## src/rtl/pipe_stage_reg.sv

```systemverilog
// Reusable pipeline boundary register carrying payload, PC and valid, with valid/ready
// back-pressure, flush, an optional skid entry and a saturating stall counter.
module pipe_stage_reg #(
  parameter int W     = 64,
  parameter int XLEN  = 32,
  parameter int SKID  = 1,
  parameter int CNT_W = 16
) (
  input  logic             clk,
  input  logic             rst,
  input  logic             flush,
  input  logic             in_valid,
  output logic             in_ready,
  input  logic [W-1:0]     in_data,
  input  logic [XLEN-1:0]  in_pc,
  output logic             out_valid,
  input  logic             out_ready,
  output logic [W-1:0]     out_data,
  output logic [XLEN-1:0]  out_pc,
  output logic [CNT_W-1:0] stall_cnt
);

  logic            r_m_valid;
  logic [W-1:0]    r_m_data;
  logic [XLEN-1:0] r_m_pc;
  logic [CNT_W-1:0] r_stall_cnt;
  logic            w_accept;
  logic            w_drain;

  assign w_accept  = in_valid & in_ready & ~flush;
  assign w_drain   = r_m_valid & out_ready;
  assign out_valid = r_m_valid;
  assign out_data  = r_m_data;
  assign out_pc    = r_m_pc;
  assign stall_cnt = r_stall_cnt;

  if (SKID != 0) begin : g_skid
    logic            r_s_valid;
    logic [W-1:0]    r_s_data;
    logic [XLEN-1:0] r_s_pc;

    // Ready depends only on held state, breaking the out_ready -> in_ready path.
    assign in_ready = ~r_s_valid;

    always_ff @(posedge clk) begin
      if (rst) begin
        r_m_valid <= 1'b0;
        r_m_data  <= '0;
        r_m_pc    <= '0;
        r_s_valid <= 1'b0;
        r_s_data  <= '0;
        r_s_pc    <= '0;
      end else if (flush) begin
        r_m_valid <= 1'b0;
        r_s_valid <= 1'b0;
      end else if (w_drain && r_s_valid) begin
        r_m_data  <= r_s_data;
        r_m_pc    <= r_s_pc;
        r_s_valid <= 1'b0;
      end else if (w_drain) begin
        if (w_accept) begin
          r_m_data <= in_data;
          r_m_pc   <= in_pc;
        end else begin
          r_m_valid <= 1'b0;
        end
      end else if (r_m_valid && w_accept) begin
        r_s_valid <= 1'b1;
        r_s_data  <= in_data;
        r_s_pc    <= in_pc;
      end else if (w_accept) begin
        r_m_valid <= 1'b1;
        r_m_data  <= in_data;
        r_m_pc    <= in_pc;
      end
    end
  end else begin : g_single
    assign in_ready = ~r_m_valid | out_ready;

    always_ff @(posedge clk) begin
      if (rst) begin
        r_m_valid <= 1'b0;
        r_m_data  <= '0;
        r_m_pc    <= '0;
      end else if (flush) begin
        r_m_valid <= 1'b0;
      end else if (w_accept) begin
        r_m_valid <= 1'b1;
        r_m_data  <= in_data;
        r_m_pc    <= in_pc;
      end else if (w_drain) begin
        r_m_valid <= 1'b0;
      end
    end
  end

  // Saturates at all-ones so long stalls stay visible rather than wrapping.
  always_ff @(posedge clk) begin
    if (rst)
      r_stall_cnt <= '0;
    else if (r_m_valid && !out_ready && !flush && !(&r_stall_cnt))
      r_stall_cnt <= r_stall_cnt + 1'b1;
  end

endmodule

```

## config.mk

```make
export PLATFORM = sky130hd
export DESIGN_NAME = pipe_stage_reg
export DESIGN_NICKNAME = d
export VERILOG_FILES = /design/src/rtl/pipe_stage_reg.sv
export SDC_FILE = /design/constraint.sdc
export NUM_CORES = 1
export LEC_CHECK = 0
export BUFFER_PORTS_ARGS = -buffer_cell sky130_fd_sc_hd__buf_2
export CORE_MARGIN = 2
export CORE_UTILIZATION = 57
export CTS_CLUSTER_DIAMETER = 30
export DETAILED_ROUTE_END_ITERATION = 6
export PLACE_DENSITY_LB_ADDON = 0.12
export SLEW_MARGIN = 20
export SYNTH_ARGS = -nofsm -noshare
export SYNTH_HDL_FRONTEND = slang
export SYNTH_SLANG_ARGS = --single-unit
```

## constraint.sdc

```tcl
create_clock -name clk -period 4.7 [get_ports clk]
set_input_delay 0.47 -clock clk [delete_from_list [all_inputs] [get_ports clk]]
set_output_delay 0.47 -clock clk [all_outputs]
set_load 0.1 [all_outputs]
```

==> summary.md, run 1 <==
| Metric | Value |
|---|---|
| Setup TNS Final | 0 ns |
| Distinct cell type count after synthesis | 41 |
| Post-CTS Resized | 0 |
| Power Dens Cells | between 500 and 600 mW/mm2 |
| CP Data Arrival Time | between 2 and 3 ns |
| Seq/Total Area, Yosys | roughly 51% |
| CP required | ~5.1 ns |
| CP Launch Type | register |
| Main synth FF type | dfxtp_1 |
| First-pass GRT wire length | 32.9 mm |
| IO Count | approximately 220 |
| GP Congestion | roughly 0.79 |
| Max Cap Viol | 0 |
| Mapped Nets | around 1100 |
| Critical-path top delay cell | nand3_4 |
| Design area | around 0.011 mm2 |
| Cell Area, Placed | 0.00948 mm2 |
| Post-route minimum period | between 2 and 3 ns |
| Pre-antenna DRT Iters | 4 |
| Clock slew at reported path FFs | around 0.05 ns |
| Synthesis Warnings | 0 |
| Commonest non-fill, non-tap cell in the layout | buf_2 |
| Number of synthesized flops with an enable pin | 0 |
| Initial antenna violation count | 2 |
| Hold Vio Cnt, Final | 0 |
| Drt first-iter violations | ~400 |
| Unrepaired setup endpoints after global routing | false |
| Skew-Pair Late Insertion Delay | between 0.5 and 0.6 ns |
| Worst slew pin tran | about 1.1 ns |
| GRT Util Overall | between 20% and 30% |
| Clock skew | approximately 0.011 ns |
| Cell family contributing the most delay on the critical path | simple AND/OR/NAND/NOR gates |
| CTS root buffer | clkbuf_16 |
| Share of cells above drive strength 1 | between 20% and 30% |
| Initial Util | between 50% and 60% |
| Final Core Density | 76.1% |
| Die Footprint | approximately 0.016 mm2 |
| Final WS setup | between 2 and 2.5 ns |
| Area leader, netlist | dfxtp_1 |
| Post-synth ARST share | 0% |
| Most frequent cells in the layout | buf_2 (213), dfxtp_1 (210), nand2_1 (204) |
| Final setup viols | 0 |
| Width of the chip | between 100 and 150 um |
| Post-CTS Setup Bufs | 0 |
| Worst path bufs/invs | 1 |
| Worst hold margin | ~0.21 ns |
| Fill cells | between 1000 and 1500 |
| Clk buf depth | 3 |
| Placement Setup Slack | approximately 2.1 ns |
| IO buf count | roughly 210 |
| H-tree depth | 2 |
| Worst Setup End Kind | register |
| Synthesized instance count | about 960 |
| Number of global-route vias before repair | roughly 7000 |
| Area delta synth->final | 31.4% |
| Fmax | between 0.3 and 0.4 GHz |
| Antenna-violating nets left | 0 |
| Slowest Stage Delay on Critical Path | just under 0.9 ns |
| Worst min-delay path class | in -> reg |
| # clock sinks | 210 |
| Synth top area share | 50.6% |
| HPWL after detailed placement | between 10 and 15 mm |
| Critical path class | reg -> reg |
| Hold_buf cts | 0 |
| Leak pwr | 5.01 nW |
| Core area | between 0.01 and 0.015 mm2 |
| Worst Path Max Fanout | 56 |
| Max Slew Vio Count | 0 |
| Total routed wirelength | ~20 mm |
| CTS tree | done |
| FF+latch count, synth | 210 |
| Global route overflow | 0 |
| DRC violations left | 0 |
| Vias per cell | 5.36 |
| # rows | 44 |
| CTS Buf Count | 42 |
| DR vias | 7295 |
| Run status | finished clean |
| Final period util | about 55% |
| Post-synth design cell area | 0.00831 mm2 |
| Crit path cell chain | nand3_4 > buf_4 > mux2i_1 > a211oi_1 |
| Mapped Avg Cell Area | a little under 9 um2 |
| VDD IR max | ~290 uV |
| Worst rel slew slack | about a quarter |
| Die Ht | ~120 um |
| Fin nets | 1248 |
| Routed len/inst | approximately 15 um |
| Largest net degree at the start of global routing | ~140 |
| Synth area leaders | dfxtp_1 (51%), mux2i_1 (12%), nand2_1 (9.2%) |
[worst paths after layout]
kind                       start                  end  slack [ns]  cells past startpoint
max                    out_valid            out_pc[8]        2.13                      4
min                    in_pc[20]    g_skid.r_s_pc[20]        0.21                      3
max reg2reg            out_valid            out_pc[8]        2.13                      4
min reg2reg  g_skid.r_s_data[60]  g_skid.r_s_data[60]        0.45                      2
[registers in the layout, summed over array words and instances, names as in the netlist]
register,flops
out_pc,32
stall_cnt,16
g_skid.r_s_valid,1
out_data,64
out_valid,1
g_skid.r_s_pc,32
g_skid.r_s_data,64
[per-stage QoR]
| step | cells | power, mW |
|---|---|---|
| floorplan | 955 | 2.49 |
| global placement | 1286 | 2.63 |
| detailed placement | 1286 | 2.63 |
| CTS | 1359 | 5.64 |
| global route | 1361 | 5.78 |
| finish | 1361 | 5.60 |
[synthesized netlist by cell type, drive strengths merged, types with 3 or more instances]
cell / count
a211oi: 98
a21oi: 102
buf: 4
clkbuf: 72
dfxtp: 210
inv: 7
mux2i: 97
nand2: 204
nand3: 5
nand4: 4
nor2: 105
nor3: 3
nor4: 3
o311ai: 3
o31ai: 3
o41ai: 4
or4: 4
[report_power, final]
| part | switching [mW] | internal, mW | total [mW] | leakage, nW |
|---|---|---|---|---|
| Combinational | 0.584 | 0.134 | 0.717 | 2.59 |
| Sequential | 0.0342 | 1.85 | 1.89 | 1.71 |
| Clock | 0.885 | 2.11 | 2.99 | 0.710 |
[routing by layer]
layer	track usage (%)	part of all wire, %	routed length (um)
met3	7.52	7.2	1440
met1	31.6	44	8860
met2	41.2	46	9250
met5	0	0	0
met4	9.32	2.6	531
[worst reg2reg max path, stage by stage (launching register included)]
cell and delay [ns]:
dfxtp_1 0.53, nand3_4 0.87, buf_4 0.64, mux2i_1 0.17
a211oi_1 0.27
[cells by family (layout without fill, tap and decap cells)]
kind of cell               count (synthesis)  in the layout  share of synthesized area (%)
other                                      0              2                              0
buffers and inverters                     83            303                           3.78
muxes                                     99             99                           11.9
adders and majority gates                  1              1                          0.150
DFF                                      210            210                           50.6
and+or+nand+nor                          342            342                           16.6
xor gates and xnor gates                   2              2                          0.211
AOI/OAI and AO/OA                        218            218                           16.7
[area by class of cell]
| cell class | instances | area, um2 | share of cell area, % |
|---|---|---|---|
| clock inverter | 14 | 230 | 2.11 |
| sequential | 210 | 4200 | 38.5 |
| clock buffer | 59 | 1220 | 11.1 |
| inverter | 7 | 26.3 | 0.240 |
| antenna | 2 | 5.00 | 0.0458 |
| timing repair buffer | 223 | 1170 | 10.7 |
| multi-input combinational | 662 | 3850 | 35.2 |
| tap | 184 | 230 | 2.11 |
Power figures use the tool's default switching activity.
==> inputs of run 2 (changes only) <==
--- a/config.mk
+++ b/config.mk
@@ -5,9 +5,10 @@
 export SDC_FILE = /design/constraint.sdc
 export NUM_CORES = 1
 export LEC_CHECK = 0
+export ABC_AREA = 1
 export BUFFER_PORTS_ARGS = -buffer_cell sky130_fd_sc_hd__buf_2
 export CORE_MARGIN = 2
-export CORE_UTILIZATION = 57
+export CORE_UTILIZATION = 48
 export CTS_CLUSTER_DIAMETER = 30
 export DETAILED_ROUTE_END_ITERATION = 6
 export PLACE_DENSITY_LB_ADDON = 0.12
==> constraint.sdc (replaced) <==
create_clock -name clk -period 2.08 [get_ports clk]
set_input_delay 0.208 -clock clk [delete_from_list [all_inputs] [get_ports clk]]
set_output_delay 0.208 -clock clk [all_outputs]
set_load 0.1 [all_outputs]
==> summary.md, run 2 <==
| Metric | Value |
|---|---|
| Run status | finished clean |
| Seq/Total Area, Yosys | 47.5% (-3.1 points) |
| Mapped Nets | 1363 (+29%) |
| Share of cells above drive strength 1 | 20.4% (-4.7 points) |
| Worst Setup End Kind | register |
| Area of the multi-input gates | 0.00391 mm2 (+1.7%) |
| Final setup viols | 0 (unchanged) |
| DRC violations left | 0 (unchanged) |
| IO Count | 215 (unchanged) |
| Clock skew | 0.0154 ns (+0.00411 ns) |
| Clk buf depth | 3 (unchanged) |
| Global route overflow | 0 (unchanged) |
| Hold Crit Start | in_pc[3] |
| CP Data Arrival Time | 2.16 ns (-0.81 ns) |
| Pre-antenna DRT Iters | 5 (+1) |
| Routed len/inst | 13.8 um (-6.2%) |
| Final period util | 82.8% (+28 points) |
| Distinct cell type count after synthesis | 24 (-41%) |
| Post-synth ARST share | 0% (unchanged) |
| Antenna-violating nets left | 0 (unchanged) |
| CTS Buf Count | 45 (+7.1%) |
| Synthesis Warnings | 0 (unchanged) |
| Critical-path top delay cell | buf_4 |
| Drt first-iter violations | 460 (+12%) |
| Unrepaired setup endpoints after global routing | false |
| Final Core Density | 68.6% (-7.5 points) |
| FF+latch count, synth | 210 (unchanged) |
| Die Ht | 140 um (+12%) |
| Storage cell area | 0.00421 mm2 (about the same) |
| Total routed wirelength | 24.8 mm (+23%) |
| Cell family contributing the most delay on the critical path | compound AO/OA/AOI/OAI gates |
| Leak pwr | 5.44 nW (+8.5%) |
| Slowest Stage Delay on Critical Path | 0.45 ns (-0.42 ns) |
| Worst Path Max Fanout | 40 (-29%) |
| # clock sinks | 210 (unchanged) |
| Area delta synth->final | 39.6% |
| Synth top area share | 47.5% (-3.1 points) |
| Initial Util | 49.1% (-8.7 points) |
| Worst min-delay path class | in -> reg |
| Main synth FF type | dfxtp_1 |
| Die Footprint | 0.0196 mm2 (+26%) |
| Worst rel slew slack | 57.7% (+31 points) |
| # rows | 49 (+11%) |
| Power Dens Cells | 989 mW/mm2 (+93%) |
| HPWL after detailed placement | 14.3 mm (+20%) |
| Most frequent cells in the layout | nand2_1 (303), buf_2 (213), dfxtp_1 (207) |
| Fill cells | 1548 (+49%) |
| Initial antenna violation count | 1 (-1) |
| Critical Path Start | g_skid.r_s_valid |
| Synthesized instance count | 1261 (+32%) |
| Critical path class | reg -> reg |
| Fmax | 0.581 GHz (+49%) |
| Setup TNS Final | 0 ns (unchanged) |
| Area leader, netlist | dfxtp_1 |
| Post-synth top cells | nand2_1 (303), dfxtp_1 (210), a21oi_1 (170) |
| Max Cap Viol | 0 (unchanged) |
| CP Launch Type | register |
| Core area | 0.0180 mm2 (+25%) |
| Post-synth design cell area | 0.00886 mm2 (+6.5%) |
| Mapped Avg Cell Area | 7.02 um2 (-19%) |
| Worst R2R Start | g_skid.r_s_valid |
| Number of global-route vias before repair | 8538 (+24%) |
| Number of synthesized flops with an enable pin | 0 (unchanged) |
| Largest net degree at the start of global routing | 108 (-24%) |
| Max Slew Vio Count | 0 (unchanged) |
| Skew-Pair Late Insertion Delay | 0.51 ns (about the same) |
| Vias per cell | 5.13 (-4.3%) |
| Fin nets | 1632 (+31%) |
| CTS tree | done |
| GP Congestion | 0.786 (-0.80%) |
| Commonest non-fill, non-tap cell in the layout | nand2_1 |
| Worst path bufs/invs | 1 (unchanged) |
| H-tree depth | 2 (unchanged) |
| CTS root buffer | clkbuf_16 |
| VDD IR max | 1280 uV (+340%) |
| GRT Util Overall | 24.7% (-0.56 points) |
| Crit path cell chain | nand3_4 > a21oi_4 > buf_4 > nand3_1 > a21oi_1 |
| Post-route minimum period | 1.72 ns (-0.848 ns) |
| Count leader, synth | nand2_1 |
| Worst slew pin tran | 0.634 ns (-0.468 ns) |
| Clock slew at reported path FFs | 0.04 ns (about the same) |
| Synth area leaders | dfxtp_1 (47%), nand2_1 (13%), a21oi_1 (9.6%) |
| IO buf count | 214 (unchanged) |
| Hold Vio Cnt, Final | 0 (unchanged) |
| CP required | 2.52 ns (-2.58 ns) |
| Width of the chip | 140 um (+12%) |
| First-pass GRT wire length | 40.8 mm (+24%) |
| DR vias | 9190 (+26%) |
==> run 2: cell types whose count changed after synthesis, sizes merged, moves of 4 or more <==
cell	change
o41ai	-4
o21ai	+158
nor2	+9
nand3	+110
buf	+52
a21oi	+69
clkbuf	-33
or4	-4
inv	+76
mux2i	-97
nand2	+100
a211oi	-97
==> run 2: layout make-up <==
type                       instances  share of cell area [%]
clock inverter                    22                    1.91
clock buffer                      57                    10.2
multi-input combinational        872                    31.6
inverter                          84                    2.59
antenna                            1                  0.0202
timing repair buffer             317                    17.3
tap                              229                    2.32
sequential                       210                    34.0
==> run 2: final timing paths <==
check	endpoint	slack, ns	depth (start not counted)
setup / recovery	out_pc[24]	0.36	5
hold / removal	g_skid.r_s_pc[3]	0.01	3
setup reg to reg	out_pc[24]	0.36	5
hold reg to reg	g_skid.r_s_pc[25]	0.44	2
==> run 2: worst register-to-register path, delay by kind of cell, from the launching register on <==
family | cells | cell delay, ns
compound gates | 2 | 0.46
buf+inv | 1 | 0.45
flops | 1 | 0.40
simple gates | 2 | 0.36
==> run 2: cells by family after synthesis <==
kind of cell	after synthesis	synth area share [%]
flops	210	47.5
compound gates	332	18.9
fa+ha+maj	1	0.141
buf+inv	179	8.53
simple gates	538	24.9
xor+xnor	1	0.0989
==> run 2: stage by stage <==
stage / area (um2) / setup WS (ns) / total power, mW / cells / hold slack [ns]
after CTS: 12400 / 0.360 / 12.3 / 1791 / 0.000330
after global placement: 10000 / 0.406 / 5.24 / 1627 / 0.433
final: 12400 / 0.358 / 12.2 / 1792 / 0.0132
after floorplan: 8860 / 0.0110 / 4.97 / 1261 / 0.343
after global routing: 12400 / 0.190 / 12.6 / 1792 / 0.0197
after detailed placement: 10000 / 0.361 / 5.24 / 1627 / 0.438
==> run 2: report_power, final <==
part / internal (mW) / switching, mW / leakage (nW)
clock network: 4.75 / 2.18 / 0.726
registers: 4.12 / 0.0416 / 1.70
logic: 0.341 / 0.804 / 3.01
==> run 2: per-layer routing <==
layer | GRT usage (%) | wire length, um
met4 | 7.58 | 508
met2 | 40.9 | 11700
met3 | 4.68 | 1550
met5 | 0 | 0
met1 | 32.6 | 11100
==> run 2: what timing repair did <==
| action | in CTS | in global routing |
|---|---|---|
| buffers inserted | 0 | 0 |
| resized for setup | 0 | 0 |
| hold buffers | 85 | 0 |
| hold endpoints to repair | 85 | 0 |
==> inputs of run 3 (changes only) <==
--- a/config.mk
+++ b/config.mk
@@ -5,10 +5,10 @@
 export SDC_FILE = /design/constraint.sdc
 export NUM_CORES = 1
 export LEC_CHECK = 0
-export ABC_AREA = 1
+export ABC_AREA = 0
 export BUFFER_PORTS_ARGS = -buffer_cell sky130_fd_sc_hd__buf_2
 export CORE_MARGIN = 2
-export CORE_UTILIZATION = 48
+export CORE_UTILIZATION = 53
 export CTS_CLUSTER_DIAMETER = 30
 export DETAILED_ROUTE_END_ITERATION = 6
 export PLACE_DENSITY_LB_ADDON = 0.12
==> constraint.sdc (replaced) <==
create_clock -name clk -period 1.8 [get_ports clk]
set_input_delay 0.18 -clock clk [delete_from_list [all_inputs] [get_ports clk]]
set_output_delay 0.18 -clock clk [all_outputs]
set_load 0.1 [all_outputs]
==> summary.md, run 3 (synthesis results as in run 1) <==
| Metric | Value |
|---|---|
| Final WS setup | -0.0940 ns (-0.452 ns) |
| Core area | 0.0153 mm2 (-15%) |
| GRT Util Overall | 28.4% (+3.7 points) |
| Final Core Density | 82.6% (+14 points) |
| Area of the multi-input gates | 0.00394 mm2 (+0.80%) |
| Number of global-route vias before repair | 8111 (-5.0%) |
| Placed cells | 1342 (-18%) |
| Worst min-delay path class | in -> reg |
| DR vias | 8254 (-10%) |
| Initial Util | 54.5% (+5.3 points) |
| Crit path cell chain | or3b_4 > or4_4 > or4_4 > a21oi_2 |
| Worst hold margin | 0.0211 ns (+0.00792 ns) |
| Critical path class | reg -> reg |
| Leak pwr | 5.72 nW (+5.2%) |
| Most frequent cells in the layout | buf_2 (213), nand2_1 (204), dfxtp_1 (193) |
| IO Count | 215 (unchanged) |
| Storage cell area | 0.00426 mm2 (+1.3%) |
| Fill cells | 872 (-44%) |
| CP required | 2.24 ns (-0.28 ns) |
| Hold Vio Cnt, Final | 0 (unchanged) |
| Max Slew Vio Count | 0 (unchanged) |
| Pwr Total | 15.3 mW (+25%) |
| Post-route minimum period | 1.89 ns (+0.172 ns) |
| Unrepaired setup endpoints after global routing | true |
| Commonest non-fill, non-tap cell in the layout | buf_2 |
| Max Cap Viol | 0 (unchanged) |
| CP Launch Type | register |
| Worst rel slew slack | 61.7% (+4.0 points) |
| Antenna cells | 0 (-1) |
| Violated checks | setup timing |
| Run status | complete, but fails checks |
| Width of the chip | 129 um (-7.6%) |
| Pre-antenna DRT Iters | 5 (unchanged) |
| CTS Buf Count | 44 (-2.2%) |
| Share of cells above drive strength 1 | 28.8% (+8.4 points) |
| Design area | 0.0126 mm2 (+2.0%) |
| Placement Setup Slack | -0.195 ns (-0.556 ns) |
| Clk buf depth | 3 (unchanged) |
| Clock slew at reported path FFs | 0.04 ns (about the same) |
| Critical-path top delay cell | or4_4 |
| Slowest Stage Delay on Critical Path | 0.51 ns (+0.06 ns) |
| Largest net degree at the start of global routing | 85 (-21%) |
| Die Ht | 129 um (-7.6%) |
| Skew-Pair Late Insertion Delay | 0.52 ns (about the same) |
| GP Congestion | 0.794 (+1.0%) |
| Worst Path Max Fanout | 6 (-85%) |
| Clock skew | 0.0162 ns (+0.000789 ns) |
| CTS root buffer | clkbuf_16 |
| Final period util | 105% (+22 points) |
| Antenna-violating nets left | 0 (unchanged) |
| Non-Filler Instances | 1527 (-15%) |
| Total routed wirelength | 25.1 mm (+1.4%) |
| Routed len/inst | 16.5 um (+19%) |
| VDD IR max | 1100 uV (-14%) |
| # rows | 45 (-8.2%) |
| First-pass GRT wire length | 38.6 mm (-5.5%) |
| CP Data Arrival Time | 2.33 ns (+0.17 ns) |
| Crit path top cell by count | or4_4 |
| # clock sinks | 210 (unchanged) |
| CTS tree | done |
| Area delta synth->final | 51.6% |
| Vias per cell | 5.41 (+5.4%) |
| H-tree depth | 2 (unchanged) |
| HPWL after detailed placement | 12.9 mm (-9.7%) |
| Global route overflow | 0 (unchanged) |
| Worst Setup End Kind | register |
| Drt first-iter violations | 464 (+0.87%) |
| Worst slew pin tran | 0.567 ns (-0.0669 ns) |
| Fmax | 0.528 GHz (-9.1%) |
| Final setup viols | 4 (+4) |
| Fin nets | 1382 (-15%) |
| Power Dens Cells | 1220 mW/mm2 (+23%) |
| Initial antenna violation count | 0 (-1) |
| IO buf count | 214 (unchanged) |
| DRC violations left | 0 (unchanged) |
| Cell Area, Placed | 0.00995 mm2 (-0.64%) |
| Setup TNS Final | -0.310 ns (-0.310 ns) |
| Die Footprint | 0.0167 mm2 (-15%) |
-- run 3: cell types whose count changed in the layout (fill, tap and decap cells not counted), moves of 73 or more --
cell      previous run  this run
a211oi_1             1        97
inv_1               79         6
mux2i_1              0        97
nand2_1            303       204
nand3_1            113         2
o21ai_0            135         2
-- run 3: report_power, final --
part	leakage (nW)	internal [mW]	switching [mW]
clock	0.740	5.57	2.70
combinational	3.25	0.541	1.63
sequential	1.72	4.81	0.0955
total	5.72	10.9	4.42
-- run 3: layer usage --
| layer | GRT usage [%] | up-vias | wire length (um) |
|---|---|---|---|
| met5 | 0 | - | 0 |
| met1 | 33.3 | 3888 | 10000 |
| met4 | 11.4 | 0 | 733 |
| met2 | 49.9 | 302 | 12800 |
| li1 | - | 3997 | - |
| met3 | 6.85 | 67 | 1630 |
-- run 3: area by class of cell --
class | count | area share [%]
clock buffer | 51 | 9.60
clock inverter | 31 | 2.69
inverter | 7 | 0.238
multi-input combinational | 662 | 31.3
sequential | 210 | 33.8
tap | 211 | 2.09
timing repair buffer | 355 | 20.3
-- run 3: critical path, delay by kind of cell, from the launching register on --
kind	cells	cell delay, ns
AND/OR/NAND/NOR	3	1.37
AO/OA/AOI/OAI	1	0.12
flip-flops	1	0.33
-- run 3: worst paths after layout --
path	startpoint	to	slack [ns]	depth (start not counted)
max	out_valid	stall_cnt[9]	-0.09	4
min	rst	stall_cnt[4]	0.02	2
max reg2reg	out_valid	stall_cnt[9]	-0.09	4
min reg2reg	g_skid.r_s_data[53]	g_skid.r_s_data[53]	0.45	2
-- run 3: what timing repair did --
item,4_1_cts,5_1_grt
gates cloned,0,3
pin swaps,0,2
endpoints found under the hold margin,96,0
endpoints found under the setup margin,5,92
resized for setup,4,12
hold buffers,96,0
buffers inserted,1,3
